File: src/rtl/cpu7_muldiv_pkg.sv
// ============================================================================
// cpu7_muldiv_pkg : shared types and constants for the cpu7 mul/div arbiter
// Revision: 1.0
// ============================================================================
`default_nettype none

package cpu7_muldiv_pkg;

    typedef enum logic [1:0] {
        OP_MUL = 2'd0,
        OP_DIV = 2'd1,
        OP_REM = 2'd2,
        OP_RSV = 2'd3
    } muldiv_op_t;

    typedef enum logic [1:0] {
        IDLE    = 2'd0,
        ISSUE   = 2'd1,
        WAIT    = 2'd2,
        RESPOND = 2'd3
    } arb_state_t;

    // Quotient returned on divide-by-zero; sliced down to the datapath width.
    localparam logic [63:0] C_DBZ_QUOT = '1;

endpackage

`default_nettype wire

File: src/rtl/cpu7_rr_picker.sv
// ============================================================================
// cpu7_rr_picker : first set request at or above ptr, wrapping to index 0
// Revision: 1.0
// ============================================================================
`default_nettype none

module cpu7_rr_picker #(
    parameter  int CORES = 2,
    localparam int IDX_W = (CORES > 1) ? $clog2(CORES) : 1
) (
    input  logic [CORES-1:0] req,
    input  logic [IDX_W-1:0] ptr,
    output logic [IDX_W-1:0] grant_idx,
    output logic             grant_any
);

    always_comb begin
        int               w_idx;
        logic [IDX_W-1:0] w_sel;
        grant_idx = '0;
        grant_any = 1'b0;
        for (int i = 0; i < CORES; i++) begin
            w_idx = int'(ptr) + i;
            if (w_idx >= CORES) w_idx = w_idx - CORES;
            w_sel = IDX_W'(w_idx);
            if (!grant_any && req[w_sel]) begin
                grant_any = 1'b1;
                grant_idx = w_sel;
            end
        end
    end

endmodule

`default_nettype wire

File: src/rtl/cpu7_muldiv_arbiter.sv
// ============================================================================
// cpu7_muldiv_arbiter : round-robin sharing of one mul/div unit pair
// Revision: 1.0
// ============================================================================
`default_nettype none

module cpu7_muldiv_arbiter
    import cpu7_muldiv_pkg::*;
#(
    parameter  int CORES      = 2,
    parameter  int DATA_WIDTH = 28,
    localparam int IDX_W      = (CORES > 1) ? $clog2(CORES) : 1
) (
    input  logic                        clk,
    input  logic                        rst,
    input  logic [CORES-1:0]            req_valid,
    input  logic [CORES*2-1:0]          req_op,
    input  logic [CORES*DATA_WIDTH-1:0] req_a,
    input  logic [CORES*DATA_WIDTH-1:0] req_b,
    output logic [CORES-1:0]            req_ready,
    output logic [CORES-1:0]            rsp_valid,
    output logic [DATA_WIDTH-1:0]       rsp_data,
    output logic                        rsp_dbz,
    output logic                        mul_start,
    output logic                        div_start,
    output logic [DATA_WIDTH-1:0]       unit_a,
    output logic [DATA_WIDTH-1:0]       unit_b,
    input  logic                        mul_done,
    input  logic                        div_done,
    input  logic [DATA_WIDTH-1:0]       mul_result,
    input  logic [DATA_WIDTH-1:0]       div_quot,
    input  logic [DATA_WIDTH-1:0]       div_rem,
    output logic [IDX_W-1:0]            owner,
    output logic                        busy
);

    arb_state_t            r_state_q,  w_state_d;
    muldiv_op_t            r_op_q,     w_op_d;
    logic [DATA_WIDTH-1:0] r_a_q,      w_a_d;
    logic [DATA_WIDTH-1:0] r_b_q,      w_b_d;
    logic [DATA_WIDTH-1:0] r_result_q, w_result_d;
    logic                  r_dbz_q,    w_dbz_d;
    logic [IDX_W-1:0]      r_owner_q,  w_owner_d;
    logic [IDX_W-1:0]      r_ptr_q,    w_ptr_d;

    logic [IDX_W-1:0]      w_grant_idx;
    logic                  w_grant_any;
    logic                  w_is_div;
    logic [CORES-1:0]      w_req_ready;
    logic [CORES-1:0]      w_rsp_valid;
    logic                  w_mul_start;
    logic                  w_div_start;

    cpu7_rr_picker #(
        .CORES (CORES)
    ) u_picker (
        .req       (req_valid),
        .ptr       (r_ptr_q),
        .grant_idx (w_grant_idx),
        .grant_any (w_grant_any)
    );

    // The reserved opcode falls through to the multiplier.
    assign w_is_div = (r_op_q == OP_DIV) || (r_op_q == OP_REM);

    always_comb begin
        w_state_d   = r_state_q;
        w_op_d      = r_op_q;
        w_a_d       = r_a_q;
        w_b_d       = r_b_q;
        w_result_d  = r_result_q;
        w_dbz_d     = r_dbz_q;
        w_owner_d   = r_owner_q;
        w_ptr_d     = r_ptr_q;
        w_req_ready = '0;
        w_rsp_valid = '0;
        w_mul_start = 1'b0;
        w_div_start = 1'b0;
        case (r_state_q)
            IDLE: begin
                if (w_grant_any) begin
                    w_req_ready[w_grant_idx] = 1'b1;
                    w_op_d    = muldiv_op_t'(req_op[int'(w_grant_idx)*2 +: 2]);
                    w_a_d     = req_a[int'(w_grant_idx)*DATA_WIDTH +: DATA_WIDTH];
                    w_b_d     = req_b[int'(w_grant_idx)*DATA_WIDTH +: DATA_WIDTH];
                    w_owner_d = w_grant_idx;
                    w_dbz_d   = 1'b0;
                    if (int'(w_grant_idx) == CORES - 1) w_ptr_d = '0;
                    else                                w_ptr_d = w_grant_idx + 1'b1;
                    w_state_d = ISSUE;
                end
            end
            ISSUE: begin
                if (w_is_div && (r_b_q == '0)) begin
                    // Resolved here so the divider stays free.
                    w_result_d = (r_op_q == OP_DIV) ? C_DBZ_QUOT[DATA_WIDTH-1:0] : r_a_q;
                    w_dbz_d    = 1'b1;
                    w_state_d  = RESPOND;
                end else begin
                    w_div_start = w_is_div;
                    w_mul_start = !w_is_div;
                    w_state_d   = WAIT;
                end
            end
            WAIT: begin
                if (w_is_div && div_done) begin
                    w_result_d = (r_op_q == OP_DIV) ? div_quot : div_rem;
                    w_state_d  = RESPOND;
                end else if (!w_is_div && mul_done) begin
                    w_result_d = mul_result;
                    w_state_d  = RESPOND;
                end
            end
            RESPOND: begin
                w_rsp_valid[r_owner_q] = 1'b1;
                w_state_d = IDLE;
            end
            default: w_state_d = IDLE;
        endcase
    end

    always_ff @(posedge clk) begin
        if (rst) begin
            r_state_q  <= IDLE;
            r_op_q     <= OP_MUL;
            r_a_q      <= '0;
            r_b_q      <= '0;
            r_result_q <= '0;
            r_dbz_q    <= 1'b0;
            r_owner_q  <= '0;
            r_ptr_q    <= '0;
        end else begin
            r_state_q  <= w_state_d;
            r_op_q     <= w_op_d;
            r_a_q      <= w_a_d;
            r_b_q      <= w_b_d;
            r_result_q <= w_result_d;
            r_dbz_q    <= w_dbz_d;
            r_owner_q  <= w_owner_d;
            r_ptr_q    <= w_ptr_d;
        end
    end

    // Strobes are masked while rst is asserted so every output reads 0.
    assign req_ready = rst ? '0 : w_req_ready;
    assign rsp_valid = rst ? '0 : w_rsp_valid;
    assign mul_start = !rst && w_mul_start;
    assign div_start = !rst && w_div_start;
    assign rsp_dbz   = !rst && (r_state_q == RESPOND) && r_dbz_q;
    assign rsp_data  = r_result_q;
    assign unit_a    = r_a_q;
    assign unit_b    = r_b_q;
    assign owner     = r_owner_q;
    assign busy      = (r_state_q != IDLE);

endmodule

`default_nettype wire

File: config.mk
export PLATFORM = sky130hd
export DESIGN_NAME = cpu7_muldiv_arbiter
export DESIGN_NICKNAME = d
export VERILOG_FILES = /design/src/rtl/cpu7_muldiv_pkg.sv /design/src/rtl/cpu7_rr_picker.sv /design/src/rtl/cpu7_muldiv_arbiter.sv
export SDC_FILE = /design/constraint.sdc
export NUM_CORES = 1
export LEC_CHECK = 0
export CORE_ASPECT_RATIO = 1.25
export CORE_MARGIN = 2
export CORE_UTILIZATION = 39
export DETAILED_ROUTE_END_ITERATION = 10
export GPL_TIMING_DRIVEN = 0
export MAX_ROUTING_LAYER = met4
export PLACE_DENSITY_LB_ADDON = 0.3
export SETUP_SLACK_MARGIN = 0.3
export SLEW_MARGIN = 5
export SYNTH_ARGS = -nofsm -noshare
export SYNTH_HDL_FRONTEND = slang
export SYNTH_SLANG_ARGS = --single-unit
File: constraint.sdc
create_clock -name clk -period 2.35 [get_ports clk]
set_input_delay 0.5875 -clock clk [delete_from_list [all_inputs] [get_ports clk]]
set_output_delay 0.5875 -clock clk [all_outputs]
set_load 0.01 [all_outputs]
==> impl_results.md <==
- Post-route non-filler standard cell count: 1185
- Commonest non-fill, non-tap cell in the layout: clkdlybuf4s50_1
- Core area: 0.0133 mm2
- Critical path's largest stage delay: 0.34 ns
- DRC: 0
- Master of the slowest instance on the critical path: dfxtp_2
- Global routing usage on met3: 6.52%
- YS warnings: 0
- H-tree depth: 3
- Initial Util: 40.2%
- Hold WC Path Type: flop to flop
- Cells on worst reg2reg path: 8
- Remaining Overflow, GRT: 0
- Crit path buf inv count: 2
- Critical path endpoint category: primary output
- HPWL Detailed: 18500 um
- Status: finished, violations left
- F_max: 411 MHz
- First-pass GRT wire length: 36900 um
- GPL Wtd Cong: 0.921
- # setup viols final: 1
- Vias in the first global route: 6959
- Flop-to-flop setup slack: 0.26 ns
- WL/cell: 21.3 um
- Shortest period the worst path allows: 2.43 ns
- Sequential element share of the synthesized area: 34.0%
- Setup TNS: -0.0819 ns
- Net Count, Synth: 882
- Post-Synthesis Cell Area: 0.00536 mm2
- CTS tree: done
- Detailed Route WL: 25300 um
- I/O pin cnt: 299
- Final #Nets: 1222
- # port buffers: 297
- Total CTS buffers: 9
- Worst-path cell chain: nor4_4 > nand4_1 > clkbuf_8 > nor3_4 > nor4b_2 > buf_2
- Async set or reset register ratio after synthesis: 0%
- Synth area leaders: dfxtp_1 (34%), a22oi_1 (5.5%), or4b_1 (5.2%), nor2_1 (5.2%), a32o_1 (4.1%)
- Count of pins over their slew limit: 0
- Via count: 6896
- Largest delay contributor family on the critical path: simple AND/OR/NAND/NOR gates
- Final Hold Fails: 0
- CTS clock-pin slew for the worst setup and hold paths: 0.07 ns
- Full die area: 0.0147 mm2
- Slew margin rel.: 48.3%
- Max-cap violations: 0
- Area growth from synthesis to layout: 85.9%
- P per Cell Area: 948 mW/mm2
- GR met2 Demand/Resource: 58.0%
- Peak VDD IR: 0.634 mV
- Proportion of layout cells with a drive suffix above 1: 18.1%
- Synth top area share: 34.0%
- FF-to-FF End: rsp_data[12]
- Yosys top cell by area: dfxtp_1
- Worst hold path startpoint: r_ptr_q
- Crit-path max FO: 3
- Startpoint class of the critical path: flop
- Worst-case clock buffer depth: 2
- Placed instance count: 1138
- Post-Synthesis Cells: 670
- Initial antenna violation count: 0
- Ant diodes: 0
- Critical Path RT: 1.76 ns
- Top Usage Layer GRT: met2
- Largest net degree at the start of global routing: 16
- Die span in x: 109 um
- Final design utilization: 74.7%
- Failing checks: negative setup slack
- EDFF count, synth: 0
- Count of different cell masters after synthesis: 48
- Min-Delay Endpoint: r_ptr_q
- DR iter-0 viols: 452
- Worst slew pin tran: 0.775 ns
- Commonest cells after routing, fill and taps aside: clkdlybuf4s50_1 (286), dfxtp_1 (83), nor2_1 (73)
- Synth Register Bits: 91
- Critical path arrival: 1.84 ns
- R2R Path Start: r_op_q[1]
- Sinks on the clock net: 91
- Hold buffers post-CTS: 0
- RSZ-0062 raised after global routing: true
- FP Rows: 47
- Crit Path Class: flop to primary output
- GR Util All Layers: 33.5%
- Clock skew: 0.00889 ns
- DRT antenna net count: 0
- Die Height: 135 um
- Lkg Pwr: 3.81 nW
- Main synth FF type: dfxtp_1
- Final period util: 103%
- Root buffer cell: clkbuf_16
- Hold Path Cell Cnt: 1
- DRT Pass-1 Iters: 5
- Vias/cell: 5.82
- Worst skew pair latency: 0.34 ns
- Final WS setup: -0.0819 ns
- GR Util met1: 37.5%
- Mapped Avg Cell Area: 8.00 um2
- Setup Slack @ Placement: -1.03 ns
==> metrics by stage <==
stage | cell area, um2 | power, W | hold WS (ns)
5_1_grt | 9970 | 0.00987 | 0.498
3_5_place_dp | 8570 | 0.00644 | 0.458
4_1_cts | 9410 | 0.00869 | 0.489
6_report | 9970 | 0.00945 | 0.491
2_1_floorplan | 5380 | 0.00446 | 0.434
3_3_place_gp | 8570 | 0.00640 | 0.445
==> flip-flops by register name, summed over array words and instances (netlist names) <==
name and flops:
r_dbz_q 1, unit_b 28, rsp_data 28, unit_a 28, r_ptr_q 1, r_state_q 2
r_op_q 2, owner 1
==> cells by family (layout without fill, tap and decap cells) <==
| logic type | count (synthesis) | count (layout) | synth area share, % |
|---|---|---|---|
| AO/OA/AOI/OAI | 205 | 205 | 27.6 |
| buffers and inverters | 106 | 450 | 8.43 |
| adder cells (fa/ha/maj) | 6 | 6 | 1.40 |
| flip-flops | 91 | 91 | 34.0 |
| AND/OR/NAND/NOR | 262 | 262 | 28.5 |
==> synthesized netlist by cell type, types with 5 or more instances <==
cell      instances
dfxtp_1          91
nor2_1           74
nand2_1          55
clkbuf_1         50
a22oi_1          39
inv_1            32
o21ai_0          30
nor3b_1          29
a31oi_1          28
nand3b_1         28
o211ai_1         28
o22ai_1          28
or4b_1           28
a32o_1           22
a311oi_1         19
nand3_1          19
buf_2            13
buf_1             6
ha_1              6
nor4_1            5
==> cell type report <==
| cell class | instances | area, um2 |
|---|---|---|
| Timing Repair Buffer | 329 | 3280 |
| Tap cell | 171 | 214 |
| Sequential cell | 91 | 1830 |
| Multi-Input combinational cell | 473 | 3570 |
| Clock buffer | 9 | 225 |
| Fill cell | 999 | 3380 |
| Buffer | 74 | 612 |
| Inverter | 32 | 125 |
| Clock inverter | 6 | 114 |
==> worst register-to-register path, delay by kind of cell (launching register included) <==
kind,cells,cell delay [ns]
fa+ha+maj,1,0.31
compound gates,2,0.27
flops,1,0.34
simple gates,2,0.68
buf+inv,3,0.41
==> metal layers <==
layer | vias up | part of all wire [%]
met5 | - | 0
met2 | 383 | 51
li1 | 3200 | -
met3 | 69 | 8.5
met4 | 0 | 4.1
met1 | 3244 | 36
==> report_power, final <==
part           total, W  switching (W)  internal, W
sequential      0.00244       0.000479      0.00196
clock           0.00168       0.000644      0.00104
combinational   0.00533        0.00253      0.00280
==> how the worst max path moves through the flow <==
stage / to / slack (ns) / cells after the start / startpoint
final: div_start / -0.08 / 6 / unit_b[12]
after global routing: div_start / -0.14 / 6 / unit_b[12]
after CTS: div_start / -0.07 / 6 / unit_b[20]
after detailed placement: req_ready[1] / -1.03 / 7 / req_valid[0]
after global placement: req_ready[0] / -1.02 / 5 / req_valid[0]
after floorplan: req_ready[0] / 0.26 / 6 / r_state_q[0]
==> repair_timing <==
item / in CTS / in global routing
gates resized for setup: 145 / 106
buffers inserted: 20 / 7
endpoints found under the hold margin: 0 / 0
setup endpoints to repair: 89 / 51
pin swaps: 8 / 46
cloned: 2 / 3
Note: power is estimated with default switching activity, not from simulation.
